**config.mk**
```make
export PLATFORM = sky130hd
export DESIGN_NAME = dl_monitor_unit
export DESIGN_NICKNAME = d
export VERILOG_FILES = /design/src/rtl/dl_monitor_unit.sv
export SDC_FILE = /design/constraint.sdc
export NUM_CORES = 1
export LEC_CHECK = 0
export ABC_CLOCK_PERIOD_IN_PS = 4700
export BUFFER_PORTS_ARGS = -buffer_cell sky130_fd_sc_hd__buf_2
export CORE_ASPECT_RATIO = 0.6
export CORE_UTILIZATION = 50
export DETAILED_ROUTE_END_ITERATION = 6
export GPL_TIMING_DRIVEN = 0
export PLACE_DENSITY = 0.68
export REMOVE_ABC_BUFFERS = 1
export SKIP_CTS_REPAIR_TIMING = 1
export SLEW_MARGIN = 20
export SYNTH_ARGS = -nofsm -noshare
export SYNTH_HDL_FRONTEND = slang
export SYNTH_SLANG_ARGS = --single-unit
```
**constraint.sdc**
```tcl
create_clock -name clock -period 4.7 [get_ports clock]
set_clock_uncertainty 0.15 [all_clocks]
set_input_delay 0.94 -clock clock [delete_from_list [all_inputs] [get_ports clock]]
set_output_delay 0.94 -clock clock [all_outputs]
set_load 0.01 [all_outputs]
```
**src/rtl/dl_monitor_unit.sv**
```systemverilog
// Dataflow deadlock monitor: watches the process wait-for graph, declares a
// deadlock after a stable stall, then walks the frozen graph and streams out
// every wait circle one process per handshake beat.
module dl_monitor_unit #(
    parameter int PROC_NUM     = 4,
    parameter int STALL_CYCLES = 16,
    localparam int IDX_W       = (PROC_NUM > 2) ? $clog2(PROC_NUM) : 1
) (
    input  logic                         clock,
    input  logic                         reset,
    input  logic                         enable,
    input  logic [PROC_NUM*PROC_NUM-1:0] wait_vec,
    output logic                         dl_detect_out,
    output logic [PROC_NUM-1:0]          origin,
    output logic                         rpt_valid,
    input  logic                         rpt_ready,
    output logic [IDX_W-1:0]             rpt_proc,
    output logic [7:0]                   rpt_circle,
    output logic                         rpt_last,
    output logic                         token_clear,
    output logic                         rpt_done,
    output logic [7:0]                   rpt_count
);

    typedef enum logic [2:0] {
        IDLE, ARMED, SELECT, WALK, REPORT, FINISH
    } state_t;

    localparam logic [15:0]    STALL_MAX = 16'(STALL_CYCLES);
    localparam logic [IDX_W:0] STEP_MAX  = (IDX_W+1)'(PROC_NUM);

    state_t                         state_q, state_d;
    logic [15:0]                    cnt_q, cnt_d;
    logic [PROC_NUM*PROC_NUM-1:0]   prev_q, prev_d;
    logic [PROC_NUM*PROC_NUM-1:0]   snap_q, snap_d;
    logic [PROC_NUM-1:0]            done_q, done_d;
    logic [PROC_NUM-1:0]            visited_q, visited_d;
    logic [PROC_NUM-1:0]            origin_q, origin_d;
    logic [IDX_W-1:0]               cur_q, cur_d;
    logic [IDX_W-1:0]               head_q, head_d;
    logic [IDX_W:0]                 step_q, step_d;
    logic [7:0]                     circle_q, circle_d;
    logic [7:0]                     count_q, count_d;
    logic                           detect_q, detect_d;

    // Frozen graph split into per-process rows (row i = processes i waits on)
    logic [PROC_NUM-1:0] snap_rows [PROC_NUM];
    logic [PROC_NUM-1:0] row_nz;

    generate
        for (genvar gi = 0; gi < PROC_NUM; gi++) begin : g_rows
            assign snap_rows[gi] = snap_q[gi*PROC_NUM +: PROC_NUM];
            assign row_nz[gi]    = |snap_rows[gi];
        end
    endgenerate

    // Index of the lowest set bit; every hop follows the lowest-index edge
    function automatic logic [IDX_W-1:0] lowest(input logic [PROC_NUM-1:0] v);
        lowest = '0;
        for (int k = PROC_NUM - 1; k >= 0; k--) begin
            if (v[k]) lowest = IDX_W'(k);
        end
    endfunction

    logic [IDX_W-1:0]    nxt;
    logic [PROC_NUM-1:0] cur_oh, nxt_oh, vis_now, cand;
    logic                beat_last, accept;

    assign nxt       = lowest(snap_rows[cur_q]);
    assign cur_oh    = PROC_NUM'(1) << cur_q;
    assign nxt_oh    = PROC_NUM'(1) << nxt;
    assign vis_now   = visited_q | cur_oh;
    assign cand      = row_nz & ~done_q;
    assign beat_last = (state_q == REPORT) && (nxt == head_q);
    assign accept    = (state_q == REPORT) && rpt_ready;

    assign dl_detect_out = detect_q;
    assign origin        = origin_q;
    assign rpt_valid     = (state_q == REPORT);
    assign rpt_proc      = rpt_valid ? cur_q : '0;
    assign rpt_circle    = rpt_valid ? circle_q : 8'd0;
    assign rpt_last      = beat_last;
    assign token_clear   = accept && beat_last;
    assign rpt_done      = (state_q == FINISH);
    assign rpt_count     = count_q;

    // State and datapath registers; reset returns everything to a clean idle
    always_ff @(posedge clock) begin
        if (reset) begin
            state_q   <= IDLE;
            cnt_q     <= '0;
            prev_q    <= '0;
            snap_q    <= '0;
            done_q    <= '0;
            visited_q <= '0;
            origin_q  <= '0;
            cur_q     <= '0;
            head_q    <= '0;
            step_q    <= '0;
            circle_q  <= 8'd1;
            count_q   <= '0;
            detect_q  <= 1'b0;
        end else begin
            state_q   <= state_d;
            cnt_q     <= cnt_d;
            prev_q    <= prev_d;
            snap_q    <= snap_d;
            done_q    <= done_d;
            visited_q <= visited_d;
            origin_q  <= origin_d;
            cur_q     <= cur_d;
            head_q    <= head_d;
            step_q    <= step_d;
            circle_q  <= circle_d;
            count_q   <= count_d;
            detect_q  <= detect_d;
        end
    end

    // Next-state logic: stall detection, graph walk, circle reporting
    always_comb begin
        state_d   = state_q;
        cnt_d     = cnt_q;
        prev_d    = prev_q;
        snap_d    = snap_q;
        done_d    = done_q;
        visited_d = visited_q;
        origin_d  = origin_q;
        cur_d     = cur_q;
        head_d    = head_q;
        step_d    = step_q;
        circle_d  = circle_q;
        count_d   = count_q;
        detect_d  = detect_q;

        unique case (state_q)
            IDLE: begin
                if (enable && (wait_vec != '0)) begin
                    state_d = ARMED;
                    cnt_d   = 16'd1;
                    prev_d  = wait_vec;
                end
            end
            ARMED: begin
                if (!enable || (wait_vec == '0)) begin
                    state_d = IDLE;
                    cnt_d   = '0;
                end else if (cnt_q >= STALL_MAX) begin
                    // Pattern has been stable long enough: freeze it
                    state_d  = SELECT;
                    snap_d   = prev_q;
                    detect_d = 1'b1;
                end else if (wait_vec == prev_q) begin
                    cnt_d = (cnt_q == 16'hFFFF) ? cnt_q : cnt_q + 16'd1;
                end else begin
                    cnt_d  = 16'd1;
                    prev_d = wait_vec;
                end
            end
            SELECT: begin
                if (cand == '0) begin
                    state_d = FINISH;
                end else begin
                    state_d   = WALK;
                    cur_d     = lowest(cand);
                    visited_d = '0;
                    step_d    = '0;
                end
            end
            WALK: begin
                // A hop into a dead end or an already-handled process closes
                // this chain without a circle; tails are never reported.
                if (!row_nz[nxt] || done_q[nxt] || (step_q >= STEP_MAX)) begin
                    state_d = SELECT;
                    done_d  = done_q | vis_now | nxt_oh;
                end else if (vis_now[nxt]) begin
                    state_d   = REPORT;
                    head_d    = nxt;
                    cur_d     = nxt;
                    origin_d  = nxt_oh;
                    visited_d = vis_now;
                end else begin
                    cur_d     = nxt;
                    visited_d = vis_now;
                    step_d    = step_q + 1'b1;
                end
            end
            REPORT: begin
                if (accept) begin
                    if (beat_last) begin
                        state_d  = SELECT;
                        done_d   = done_q | visited_q;
                        origin_d = '0;
                        circle_d = (circle_q == 8'hFF) ? circle_q : circle_q + 8'd1;
                        count_d  = (count_q == 8'hFF) ? count_q : count_q + 8'd1;
                    end else begin
                        cur_d = nxt;
                    end
                end
            end
            FINISH: begin
                state_d = FINISH;
            end
            default: state_d = IDLE;
        endcase
    end

endmodule

```
==> results of run 1 <==
Yosys cell counts, drive strengths merged (3+ instances only):
cell type / n
a211oi: 3
nor3: 7
o21a: 3
nand3: 32
buf: 7
mux2i: 25
nor2b: 6
a41oi: 4
a21oi: 46
nand4b: 3
ha: 5
nor2: 77
o21bai: 5
o21ai: 12
or3: 4
or2: 6
a31oi: 5
nor4: 12
nand2: 37
inv: 14
a311oi: 4
mux4: 4
clkbuf: 22
xnor2: 20
and2: 4
xor2: 7
dfxtp: 87
and3: 20
nand4: 8
nand2b: 6
logic make-up after synthesis:
logic type,after synthesis
fa+ha+maj,5
mux,30
buf+inv,44
flops,87
compound gates,104
xor+xnor,27
simple gates,232
worst min-delay path by stage:
| stage | endpoint | slack (ns) | depth (start not counted) |
|---|---|---|---|
| global placement | dl_detect_out$_SDFFE_PP0P_ | 0.28 | 2 |
| finish | dl_detect_out$_SDFFE_PP0P_ | 0.30 | 2 |
| detailed placement | dl_detect_out$_SDFFE_PP0P_ | 0.29 | 2 |
| global route | dl_detect_out$_SDFFE_PP0P_ | 0.34 | 2 |
| floorplan | step_q[2]$_SDFFE_PP0P_ | 0.29 | 2 |
| CTS | dl_detect_out$_SDFFE_PP0P_ | 0.29 | 2 |
sequential cells by signal (all words and copies together), names as in the netlist, 4 cells and up:
name	flops
cnt_q	16
prev_q	16
snap_q	16
circle_q	8
rpt_count	8
done_q	4
origin	4
visited_q	4
stage by stage:
stage / util / hold WS, ns / setup slack, ns
3_3_place_gp: 0.5452 / 0.2841 / 0.7418
6_report: 0.5796 / 0.2962 / 0.6512
5_1_grt: 0.5796 / 0.3447 / 0.4181
4_1_cts: 0.5796 / 0.2946 / 0.6274
3_5_place_dp: 0.5459 / 0.2872 / 0.6729
2_1_floorplan: - / 0.2881 / 1.419
area by class of cell:
cell class / count / area, um^2
fill: 782 / 3583
multi-input combinational: 398 / 2482
sequential: 87 / 1742
clock buffer: 12 / 256.5
timing repair buffer: 46 / 232.7
tap: 112 / 140.1
inverter: 15 / 56.30
clock inverter: 1 / 30.03
worst max-delay path, delay by kind of cell (launching register included):
family                 cells  cell delay (ns)
AO/OA/AOI/OAI              1             0.33
flip-flops                 1             0.75
buffers and inverters      2             0.18
AND/OR/NAND/NOR            3             0.66
multiplexers               1             0.69
metal layers:
metal  routed length, um  vias up  GRT usage
met5                   0        -          0
met4                  56        0    0.05622
met3                 643        8    0.06591
met2                4471      119     0.3619
met1                5329     1845     0.3474
li1                    -     1939          -
power by group:
group	switching [mW]	internal, mW	total [mW]
registers	0.0341	0.756	0.790
clock network	0.277	0.432	0.709
logic	0.0921	0.0565	0.149
==> metrics.txt, run 1 <==
status=finished clean; shortest period the worst path allows=around 4.0 ns; htree depth=3; drt initial violations=between 300 and 400; Slew Limit Fails=0; Die Y=~75 um; fmax=247.0 MHz; Crit. Startpoint=cur_q[1]$_SDFFE_PP0P_; Synth Area in Compound Gates=0.1501; Distinct cells, synth=59; fraction of registers with async set or reset after synthesis=0; clock sinks=87; Synth Cell Area=4418 um^2; number of flops mapped to enable cells by yosys=0; Initial Util=0.5183; Hold Crit Class=flip-flop to flip-flop; fraction of synthesized area in multiplexers=0.07958; Port Buffer Count=between 40 and 50; vias in the first global route=~3,500; Max stage delay on crit path=0.75 ns; GR Util All Layers=0.2421; CP startpoint kind=flip-flop; CP Capture Point=rpt_last; Crit Path Class=flip-flop to output port; flops & latches, synth=87; P_leak=approximately 2 nW; critical path fanouts, max=17; largest net degree at the start of global routing=73; Crit path arrival time=2.96 ns; reg2reg end=rpt_count[3]$_SDFFE_PP0P_; P&R area growth vs syn=11.81%; Max-Cap Viols=0; non-filler instance count after layout=671; Num CTS Buffers=9; Adder-Cell Fraction of Synth Area=0.01416; Residual DRC=0; Syn Inst Count=529; final setup TNS=0 ns; top post-synthesis cells by area=dfxtp_1 (39%), nor2_1 (6.5%), mux2i_1 (5.7%); sequential share of the synthesized area=0.3942; relative slew slack=0.3152; VDD IR max=just over 0.0002 V; CP max stage cell=dfxtp_1; Worst R2R Start=cur_q[1]$_SDFFE_PP0P_; slew of the pin with the lowest slew margin=1.024 ns; vias per cell=approximately 5.8; critical path, cell by cell=mux4_2, nor3b_1, a211o_1, or2_2, nand2_1, inv_1, buf_2; Simple-Gate Fraction of Synth Area=0.2637; most common cell after layout, fill and taps aside=dfxtp_1; nets@finish=582; XOR/XNOR Fraction of Synth Area=0.05353; Pwr Total=1.648 mW; Die Footprint=a little over 9000 um^2; largest family of logic cells by synthesized area=simple AND/OR/NAND/NOR gates; Placer Congestion=roughly 0.85; yosys warns=0; Post-Route WL=between 10 and 15 mm; FP Rows=26; Core ar.=~8500 um^2; CP endpoint kind=output port; routed vias=approximately 4,000; Post-DP Area=around 4700 um^2; post-synth top area share=0.3942; crit share post-route=0.8615; gr ovfl total=0; antenna viol nets, final=0; area leader, netlist=dfxtp_1; power per cell area=approximately 330 nW/um^2; Placed Cells=between 600 and 700; 1st-pass router iterations=5; Root Buffer=clkbuf_16; worst r2r path cells=7; initial antenna violation count=0; Final Setup Violations=0; Antenna Cells=0; top_reg_cell synth=dfxtp_1; fraction of layout cells with a size suffix above 1=0.1324; drt wl/cell=approximately 16 um; worst skew pair latency=0.34 ns; Hold Fails Final Rpt=0; critical path required time=3.61 ns; most frequent cells in the layout=dfxtp_1 (87), nor2_1 (77), a21oi_1 (46), buf_2 (45), nand2_1 (37); Clock Path Buffers=2; chip width=between 100 and 150 um; I/O pins=between 40 and 50; HPWL after DPL=7.277 mm; flop2flop setup slack=~1.3 ns; design area=~5000 um^2; CTS tree=done; Avg Cell Area, Syn=roughly 8.4 um^2; min-delay src=dl_detect_out$_SDFFE_PP0P_; Reg clk slew, reported paths=~0.060 ns; global-route wire length before repair=~17 mm; RSZ-0062 raised after global routing=no
No activity file was read; power rests on OpenSTA's default activity.
==> run 2, diff against run 1 <==
--- a/config.mk
+++ b/config.mk
@@ -11,6 +11,7 @@
 export CORE_UTILIZATION = 50
 export DETAILED_ROUTE_END_ITERATION = 6
 export GPL_TIMING_DRIVEN = 0
+export MAX_ROUTING_LAYER = met4
 export PLACE_DENSITY = 0.68
 export REMOVE_ABC_BUFFERS = 1
 export SKIP_CTS_REPAIR_TIMING = 1
==> metrics.txt, run 2 (synthesis results as in run 1) <==
Max-Cap Viols=0 (unchanged); nets@finish=582 (unchanged); fraction of layout cells with a size suffix above 1=0.1324 (unchanged); final setup TNS=0 ns (unchanged); Placer Congestion=0.8619 (was 0.8485); Final Worst Setup Slack=0.6466 ns (was 0.6512 ns); utilization after layout=0.5796 (unchanged); Hold Crit Class=flip-flop to flip-flop (unchanged); Crit path max-delay family=flip-flops (unchanged); VDD IR max=0.0002042 V (was 0.0002047 V); slew of the pin with the lowest slew margin=1.043 ns (was 1.024 ns); Slew Limit Fails=0 (unchanged); RSZ-0062 raised after global routing=no (unchanged); critical path, cell by cell=mux4_2, nor2_1, o2111a_1, o21a_2, buf_2 (was mux4_2, nor3b_1, a211o_1, or2_2, nand2_1, inv_1, buf_2); Crit Path Class=flip-flop to output port (unchanged); critical path fanouts, max=17 (unchanged); drt wl/cell=15.67 um (was 15.65 um); Die Y=74.81 um (unchanged); worst skew pair latency=0.34 ns (about the same); vias per cell=5.806 (was 5.829); vias in the first global route=3,470 (was 3,462); CP startpoint kind=flip-flop (unchanged); relative slew slack=0.3030 (was 0.3152); clock sinks=87 (unchanged); status=finished clean (unchanged); HPWL after DPL=7.277 mm (unchanged); Top Registers=cnt_q (16), prev_q (16), snap_q (16) (unchanged); P_leak=1.969 nW (unchanged); Post-Route WL=10.52 mm (was 10.50 mm); Core ar.=8523 um^2 (unchanged); global-route wire length before repair=17.13 mm (was 17.15 mm); Buf/Inv on CP=1 (was 2); P&R area growth vs syn=11.81% (unchanged); area occupied by registers=1742 um^2 (unchanged); Initial Util=0.5183 (unchanged); dpl ws=0.6729 ns (unchanged); critical path required time=3.61 ns (about the same); Clock Path Buffers=2 (unchanged); largest net degree at the start of global routing=73 (unchanged); crit share post-route=0.8624 (was 0.8615); htree depth=3 (unchanged); CP max stage cell=dfxtp_1 (unchanged); Crit path arrival time=2.96 ns (about the same); fmax=246.7 MHz (was 247.0 MHz); Num CTS Buffers=9 (unchanged); GR Util All Layers=0.2501 (was 0.2421); Residual DRC=0 (unchanged); Antenna Cells=0 (unchanged); multi-input logic area=2482 um^2 (unchanged); shortest period the worst path allows=4.053 ns (was 4.049 ns); met3 WL=682 um (was 643 um); most common cell after layout, fill and taps aside=dfxtp_1 (unchanged); DRT met1 WL=5.297 mm (was 5.329 mm); min-delay src=dl_detect_out$_SDFFE_PP0P_ (unchanged); CP endpoint kind=output port (unchanged); Fillers=782 (unchanged); Final Setup Violations=0 (unchanged); Reg clk slew, reported paths=0.06 ns (about the same); power per cell area=333.3 nW/um^2 (was 333.7 nW/um^2); WL met2=4.475 mm (was 4.471 mm); initial antenna violation count=0 (unchanged); antenna viol nets, final=0 (unchanged); FP Rows=26 (unchanged); Max stage delay on crit path=0.74 ns (was 0.75 ns); most frequent cells in the layout=dfxtp_1 (87), nor2_1 (77), a21oi_1 (46), buf_2 (45), nand2_1 (37) (unchanged); Crit. Startpoint=cur_q[1]$_SDFFE_PP0P_ (unchanged); CTS tree=done (unchanged); chip width=123.4 um (unchanged); max layer used=met4 (unchanged); Port Buffer Count=46 (unchanged); drt initial violations=400 (was 381); Hold Fails Final Rpt=0 (unchanged); I/O pins=47 (unchanged); Die Footprint=9228 um^2 (unchanged); Root Buffer=clkbuf_16 (unchanged); gr ovfl total=0 (unchanged); Worst R2R Start=cur_q[1]$_SDFFE_PP0P_ (unchanged); 1st-pass router iterations=5 (unchanged); routed vias=3,896 (was 3,911)
==> run 2: cell counts in the layout (fill, tap and decap cells not counted) <==
No cell type changed its count.
==> run 2: worst paths after layout <==
check	cells after the start	end	slack (ns)
hold / removal	2	dl_detect_out$_SDFFE_PP0P_	0.30
hold reg to reg	2	dl_detect_out$_SDFFE_PP0P_	0.30
setup / recovery	5	token_clear	0.65
setup reg to reg	7	rpt_count[3]$_SDFFE_PP0P_	1.32
==> run 2: final cells by class <==
cell class	count	share of cell area
clock buffer	12	0.05193
sequential	87	0.3526
tap	112	0.02837
inverter	15	0.01140
timing repair buffer	46	0.04711
clock inverter	1	0.006079
multi-input combinational	398	0.5025
==> run 2: tightest hold or removal path, stage by stage, from the launching register on <==
cell	delay [ns]
dfxtp_1	0.30
inv_1	0.05
a21oi_1	0.05
==> run 2: where the power goes <==
group          total [mW]  switching [mW]  internal [mW]  leakage, nW
combinational       0.149          0.0926         0.0565         1.12
clock               0.708           0.276          0.432        0.141
sequential          0.790          0.0335          0.756        0.704
total                1.65           0.402           1.24         1.97
==> run 2: layer usage <==
layer  GRT usage  vias to the layer above
met5           -                        -
li1            -                     1943
met2      0.3631                      115
met1      0.3464                     1831
met3     0.06591                        7
met4     0.05622                        0
==> run 2: per-stage QoR <==
stage | cells | power, mW | cell area (um^2) | hold slack, ns
after floorplan | 500 | 0.8933 | 4277 | 0.2881
after global placement | 658 | 0.9488 | 4647 | 0.2841
after detailed placement | 658 | 0.9527 | 4653 | 0.2872
after CTS | 671 | 1.660 | 4940 | 0.2946
after global routing | 671 | 1.719 | 4940 | 0.3447
final | 671 | 1.647 | 4940 | 0.2956
==> run 3, diff against run 2 <==
--- a/config.mk
+++ b/config.mk
@@ -5,7 +5,7 @@
 export SDC_FILE = /design/constraint.sdc
 export NUM_CORES = 1
 export LEC_CHECK = 0
-export ABC_CLOCK_PERIOD_IN_PS = 4700
+export ABC_CLOCK_PERIOD_IN_PS = 4050
 export BUFFER_PORTS_ARGS = -buffer_cell sky130_fd_sc_hd__buf_2
 export CORE_ASPECT_RATIO = 0.6
 export CORE_UTILIZATION = 50
@@ -15,6 +15,7 @@
 export PLACE_DENSITY = 0.68
 export REMOVE_ABC_BUFFERS = 1
 export SKIP_CTS_REPAIR_TIMING = 1
+export SKIP_LAST_GASP = 1
 export SLEW_MARGIN = 20
 export SYNTH_ARGS = -nofsm -noshare
 export SYNTH_HDL_FRONTEND = slang
==> constraint.sdc (replaced) <==
create_clock -name clock -period 4.05 [get_ports clock]
set_clock_uncertainty 0.15 [all_clocks]
set_input_delay 0.81 -clock clock [delete_from_list [all_inputs] [get_ports clock]]
set_output_delay 0.81 -clock clock [all_outputs]
set_load 0.01 [all_outputs]
==> metrics.txt, run 3 (synthesis results as in run 1) <==
antenna viol nets, final=0 (unchanged); worst r2r path cells=7 (unchanged); Final Worst Setup Slack=0.2453 ns (was 0.6466 ns); dpl ws=0.1529 ns (was 0.6729 ns); Max-Cap Viols=0 (unchanged); vias in the first global route=3,470 (unchanged); P_leak=1.969 nW (about the same); largest net degree at the start of global routing=73 (unchanged); Final Setup Violations=0 (unchanged); RSZ-0062 raised after global routing=no (unchanged); nets@finish=582 (unchanged); DRT met1 WL=5.297 mm (unchanged); FP Rows=26 (unchanged); status=finished clean (unchanged); Die Y=74.81 um (unchanged); Antenna Cells=0 (unchanged); min-delay src=dl_detect_out$_SDFFE_PP0P_ (unchanged); Core ar.=8523 um^2 (unchanged); Top Registers=cnt_q (16), prev_q (16), snap_q (16) (unchanged); HPWL after DPL=7.277 mm (unchanged); critical path fanouts, max=19 (was 17); Slew Limit Fails=0 (unchanged); met3 WL=682 um (unchanged); Num CTS Buffers=9 (unchanged); final setup TNS=0 ns (unchanged); Clock Path Buffers=2 (unchanged); Root Buffer=clkbuf_16 (unchanged); CP startpoint kind=flip-flop (unchanged); global-route wire length before repair=17.13 mm (unchanged); non-filler instance count after layout=671 (unchanged); most common cell after layout, fill and taps aside=dfxtp_1 (unchanged); VDD IR max=0.0002370 V (was 0.0002042 V); chip width=123.4 um (unchanged); clock sinks=87 (unchanged); initial antenna violation count=0 (unchanged); Crit. Startpoint=cur_q[0]$_SDFFE_PP0P_ (was cur_q[1]$_SDFFE_PP0P_); slew of the pin with the lowest slew margin=1.043 ns (unchanged); Post-Route WL=10.52 mm (unchanged); htree depth=3 (unchanged); relative slew slack=0.3030 (unchanged); Residual DRC=0 (unchanged); drt wl/cell=15.67 um (unchanged); crit share post-route=0.9394; power per cell area=386.7 nW/um^2 (was 333.3 nW/um^2); Placer Congestion=0.8619 (unchanged); Initial Util=0.5183 (unchanged); Placed Cells=658 (unchanged); max layer used=met4 (unchanged); shortest period the worst path allows=~3.8 ns; drt initial violations=400 (unchanged); CP endpoint kind=output port (unchanged); Port Buffer Count=46 (unchanged); CTS tree=done (unchanged); 1st-pass router iterations=5 (unchanged); Hold Crit Class=flip-flop to flip-flop (unchanged); fmax=262.8 MHz; reg2reg end=rpt_count[3]$_SDFFE_PP0P_ (unchanged); WHS=0.2956 ns (unchanged); GR Util All Layers=0.2501 (unchanged); worst skew pair latency=0.34 ns (about the same); vias per cell=5.806 (unchanged); I/O pins=47 (unchanged); Reg clk slew, reported paths=0.06 ns (about the same); most frequent cells in the layout=dfxtp_1 (86), nor2_1 (77), a21oi_1 (46), buf_2 (45), nand2_1 (37) (was dfxtp_1 (87), nor2_1 (77), a21oi_1 (46), buf_2 (45), nand2_1 (37)); gr ovfl total=0 (unchanged); Hold Fails Final Rpt=0 (unchanged); fraction of layout cells with a size suffix above 1=0.1342 (was 0.1324); routed vias=3,896 (unchanged); Worst R2R Start=cur_q[0]$_SDFFE_PP0P_ (was cur_q[1]$_SDFFE_PP0P_); CP Capture Point=token_clear (unchanged); P&R area growth vs syn=11.84% (was 11.81%); WL met2=4.475 mm (unchanged); Die Footprint=9228 um^2 (unchanged); Crit Path Class=flip-flop to output port (unchanged); Crit path arrival time=2.84 ns (was 2.96 ns); critical path required time=3.09 ns (was 3.61 ns); flop2flop setup slack=0.79 ns (was 1.32 ns); utilization after layout=0.5797 (was 0.5796)
==> run 3: cell counts in the layout (fill, tap and decap cells not counted) <==
Identical to the previous run, type by type.
==> run 3: worst max-delay path, cell delays in order, from the launching register on <==
cell      delay (ns)
dfxtp_1         0.80
mux4_2          0.53
nor2_1          0.29
o2111a_1        0.33
o21a_2          0.35
buf_2           0.19
==> run 3: power breakdown <==
part           leakage [nW]  internal [mW]  switching [mW]  total [mW]
registers             0.705          0.878          0.0389       0.917
logic                  1.12         0.0655           0.107       0.173
clock network         0.141          0.502           0.320       0.821
==> run 3: metal layers <==
layer | GRT usage | up-vias
met5 | - | -
met1 | 0.3464 | 1831
met4 | 0.05622 | 0
met3 | 0.06591 | 7
li1 | - | 1943
met2 | 0.3631 | 115
==> run 3: layout make-up <==
cell class | instances | area (um^2)
Fill cell | 781 | 3582
Timing Repair Buffer | 46 | 232.7
Clock buffer | 12 | 256.5
Inverter | 15 | 56.30
Sequential cell | 87 | 1743
Multi-Input combinational cell | 398 | 2482
Tap cell | 112 | 140.1
Clock inverter | 1 | 30.03
==> run 3: worst min-delay path by stage <==
| stage | endpoint | slack [ns] | cells past startpoint |
|---|---|---|---|
| 6_report | dl_detect_out$_SDFFE_PP0P_ | 0.30 | 2 |
| 5_1_grt | dl_detect_out$_SDFFE_PP0P_ | 0.34 | 2 |
| 2_1_floorplan | step_q[2]$_SDFFE_PP0P_ | 0.29 | 2 |
| 3_5_place_dp | dl_detect_out$_SDFFE_PP0P_ | 0.29 | 2 |
| 4_1_cts | dl_detect_out$_SDFFE_PP0P_ | 0.29 | 2 |
| 3_3_place_gp | dl_detect_out$_SDFFE_PP0P_ | 0.28 | 2 |
==> run 3: metrics by stage <==
step	power [mW]	cell area [um^2]
finish	1.911	4941
global route	1.995	4941
CTS	1.927	4940
detailed placement	1.106	4653
global placement	1.101	4647
floorplan	1.037	4277
